<file path="config.mk">
export PLATFORM = sky130hd
export DESIGN_NAME = top_8bit_alu
export DESIGN_NICKNAME = d
export VERILOG_FILES = /design/src/rtl/top_8bit_alu.sv
export SDC_FILE = /design/constraint.sdc
export NUM_CORES = 1
export LEC_CHECK = 0
export BUFFER_PORTS_ARGS = -buffer_cell sky130_fd_sc_hd__buf_2
export CORE_MARGIN = 2
export CORE_UTILIZATION = 60
export DETAILED_ROUTE_END_ITERATION = 10
export HOLD_SLACK_MARGIN = 0.02
export PLACE_DENSITY_LB_ADDON = 0.08
export REMOVE_ABC_BUFFERS = 1
export SYNTH_ARGS = -nofsm -noshare
export SYNTH_HDL_FRONTEND = slang
export SYNTH_SLANG_ARGS = --single-unit
</file>
<file path="constraint.sdc">
create_clock -name clk -period 24.9 [get_ports clk]
set_clock_uncertainty 0.15 [all_clocks]
set_input_delay 3.735 -clock clk [delete_from_list [all_inputs] [get_ports clk]]
set_output_delay 3.735 -clock clk [all_outputs]
set_load 0.01 [all_outputs]
</file>
<file path="src/rtl/top_8bit_alu.sv">
// 8-bit operand registers feeding a combinational add/sub/mul/div unit
// whose 16-bit result and status flag are registered every clock.
module top_8bit_alu (
    input  logic        clk,
    input  logic        rst,
    input  logic [7:0]  inA,
    input  logic [7:0]  inB,
    input  logic        btnLoadA,
    input  logic        btnLoadB,
    input  logic [1:0]  op,
    output logic [15:0] led_out,
    output logic        flag_out
);

    logic [7:0]  regA_out;
    logic [7:0]  regB_out;
    logic [15:0] alu_res;
    logic        alu_flag;
    logic [8:0]  sum;
    logic [8:0]  diff;
    logic [15:0] prod;
    logic [7:0]  divisor;
    logic [7:0]  quot;
    logic [7:0]  rem;

    always_ff @(posedge clk or posedge rst) begin
        if (rst) begin
            regA_out <= 8'h00;
            regB_out <= 8'h00;
        end else begin
            if (btnLoadA) regA_out <= inA;
            if (btnLoadB) regB_out <= inB;
        end
    end

    // Divisor forced nonzero so the divider never sees 0; result muxed away.
    assign divisor = (regB_out == 8'h00) ? 8'h01 : regB_out;
    assign sum     = {1'b0, regA_out} + {1'b0, regB_out};
    assign diff    = {1'b0, regA_out} - {1'b0, regB_out};
    assign prod    = {8'h00, regA_out} * {8'h00, regB_out};
    assign quot    = regA_out / divisor;
    assign rem     = regA_out % divisor;

    always_comb begin
        alu_res  = 16'h0000;
        alu_flag = 1'b0;
        unique case (op)
            2'b00: begin
                alu_res  = {7'b0, sum};
                alu_flag = sum[8];
            end
            2'b01: begin
                alu_res  = {8'h00, diff[7:0]};
                alu_flag = diff[8];
            end
            2'b10: begin
                alu_res  = prod;
                alu_flag = |prod[15:8];
            end
            2'b11: begin
                if (regB_out == 8'h00) begin
                    alu_res  = 16'h0000;
                    alu_flag = 1'b1;
                end else begin
                    alu_res  = {rem, quot};
                    alu_flag = 1'b0;
                end
            end
            default: begin
                alu_res  = 16'h0000;
                alu_flag = 1'b0;
            end
        endcase
    end

    always_ff @(posedge clk or posedge rst) begin
        if (rst) begin
            led_out  <= 16'h0000;
            flag_out <= 1'b0;
        end else begin
            led_out  <= alu_res;
            flag_out <= alu_flag;
        end
    end

endmodule

</file>
==> metrics.csv <==
metric;value;unit
cell taking the most area after synthesis;ha_1;
RSZ-0062 raised after global routing;false;
drt wl/cell;19.2;um
register area;826;um2
htree depth;2;
Area contributors post-synth;ha_1, dfrtp_1, fa_1;
I/O Buffers;38;
layout net count;887;
largest net degree at the start of global routing;34;
layout cells sized above 1;10.5;%
Tcrit/Tclk final;52.5;%
Detailed Route WL;16.8;mm
Netlist cell types;74;
EDFF count, synth;0;
simple-gate share of the synthesized area;18.6;%
placed instance count;867;
ys flop type;dfrtp_1;
slowest stage delay, CP;0.63;ns
Final Max Tran Viols;0;
vias post-DR;5416;
CTS Hold Bufs;0;
clock latency on the worst-skew pair;0.29;ns
# rows;36;
mux cell area share after synthesis;3.10;%
crit-path max FO;19;
CTS buffer count;5;
kind of cell adding the most delay to the critical path;compound AO/OA/AOI/OAI gates;
Buf+Inv Stages, Crit Path;0;
largest family of logic cells by synthesized area;adder cells;
Crit path arrival time;13.10;ns
post-synth top area share;18.1;%
Syn Std Cell Area;5890;um2
fillcell total;882;
startpoint types;flip-flop;
die span in x;103;um
Hold Crit Start;regA_out[4];
Slowest cell on crit path;nor3_2;
num ports;39;
Clock Tree Root;clkbuf_8;
leakage;3.04;nW
Max Cap Viol;0;
area grow syn2layout;5.74;%
average vias per placed instance;6.19;
status;completed;
most frequent cells in the layout;inv_1, ha_1, nand2_1, nor2_1, o21ai_0;
Crit. End Element;flip-flop;
PwrDens;91.9;nW/um2
Synth Area in Adders;31.3;%
vias in the first global route;5112;
commonest non-fill, non-tap cell in the layout;inv_1;
Mapped Cells;722;
setup bufs post-CTS;0;
placed inst area;6140;um2
Final setup viols;0;
multi-input logic area;4600;um2
Initial Util;61.1;%
post-synthesis sequential area ratio;14.0;%
Crit path top cell by count;ha_1;
f_max;0.0765;GHz
worst hold-check path type;flip-flop to flip-flop;
Die Ht;103;um
Worst Path Required;24.92;ns
DRC Markers;0;
Post-synth ARST share;100;%
clock-pin slew on the worst setup and hold paths;0.07;ns
RD Place Congestion;0.993;
gr usage total;32.8;%
Slew @ Worst Pin;0.850;ns
Gates resized, CTS repair;0;
die area;10600;um2
slew margin rel.;43.4;%
Peak VDD IR;0.0409;mV
Design Area, Final;6220;um2
final hold vios;0;
initial detailed-routing violation count;461;
syn avg cell area;8.15;um2
total gr overflow;0;
Fin Setup TNS;0;ns
drt pass-1 iters;6;
Post-DRT Antenna Nets;0;
DP HPWL;13.2;mm
Crit. Startpoint;regB_out[7];
TritonCTS clock tree;yes;
CTS sink cnt;33;
first-pass GRT wire length;26.4;mm
Finished Layout Cells;875;
YS warnings;0;
complex-gate fraction of the synthesized area;20.8;%
Total Power;0.572;mW
flop and latch count out of synthesis;33;
Hold Slack;0.715;ns
post-layout min period;13.07;ns
Post-Synth XOR/XNOR Area;4.31;%
core area;9640;um2
worst setup path class;flip-flop to flip-flop;
CTS Buffer Depth;2;
antenna violations before repair;0;
reg2reg start;regB_out[7];
# diodes;0;
[area by class of cell]
cell class,count,share of cell area (%)
multi-input cells,569,73.9
repair buffers,40,3.30
flip-flops and latches,33,13.3
inverters,92,5.55
well taps,133,2.67
clock buffers,6,1.17
clock inverters,2,0.161
[worst reg2reg max path, delay by kind of cell, from the launching register on]
kind / cells / cell delay, ns
DFF: 1 / 0.62
AOI/OAI and AO/OA: 19 / 5.11
and+or+nand+nor: 14 / 3.62
adders and majority gates: 7 / 2.36
muxes: 3 / 1.07
[state kept, by name, summed over array words and instances, names as in the netlist]
register  cells
led_out      16
regA_out      8
regB_out      8
flag_out      1
[synthesized netlist by cell type, drive strengths merged (5+ instances only)]
cell type / instances
nor2b: 11
nand2: 65
dfrtp: 33
inv: 91
nand3: 9
a21o: 6
xor2: 10
ha: 85
nor2: 48
o211ai: 7
or3: 5
nand2b: 10
o21ai: 48
a21boi: 5
o21a: 12
and2: 20
o31ai: 6
or2: 8
nor3: 19
buf: 5
a211oi: 10
a21oi: 44
fa: 39
mux2: 12
and3: 7
clkbuf: 23
xnor2: 19
[per-layer routing]
layer	wire, um	share of wire [%]	global-route usage (%)
met1	7040	42	45.2
met2	7430	44	50.7
met3	1650	9.8	6.85
met4	663	3.9	12.7
met5	0	0	0
[power by group]
group	switching, mW	internal, mW	leakage (nW)	total [mW]
clock network	0.0210	0.0194	0.0450	0.0404
registers	0.0128	0.0654	0.404	0.0782
logic	0.264	0.189	2.59	0.453
[cells by family (layout without fill, tap and decap cells)]
group | count (synthesis) | count (layout)
fa+ha+maj | 124 | 124
xor+xnor | 29 | 29
compound gates | 182 | 182
flops | 33 | 33
mux | 16 | 16
simple gates | 218 | 218
buf+inv | 120 | 140
[per-stage QoR]
step	util, %	worst slack [ns]
floorplan	-	13.68
global placement	63.7	12.59
detailed placement	63.7	12.08
CTS	64.6	12.06
global route	64.6	10.84
finish	64.6	11.83
[final timing paths]
path | endpoint | slack [ns] | cells after the start
max reg2reg | led_out[11] | 11.83 | 43
min in group asynchronous | led_out[6] | 3.38 | 3
max | led_out[11] | 11.83 | 43
max in group asynchronous | regB_out[0] | 20.92 | 3
min | regA_out[4] | 0.72 | 2
min reg2reg | regA_out[4] | 0.72 | 2
No activity file was read; power rests on OpenSTA's default activity.
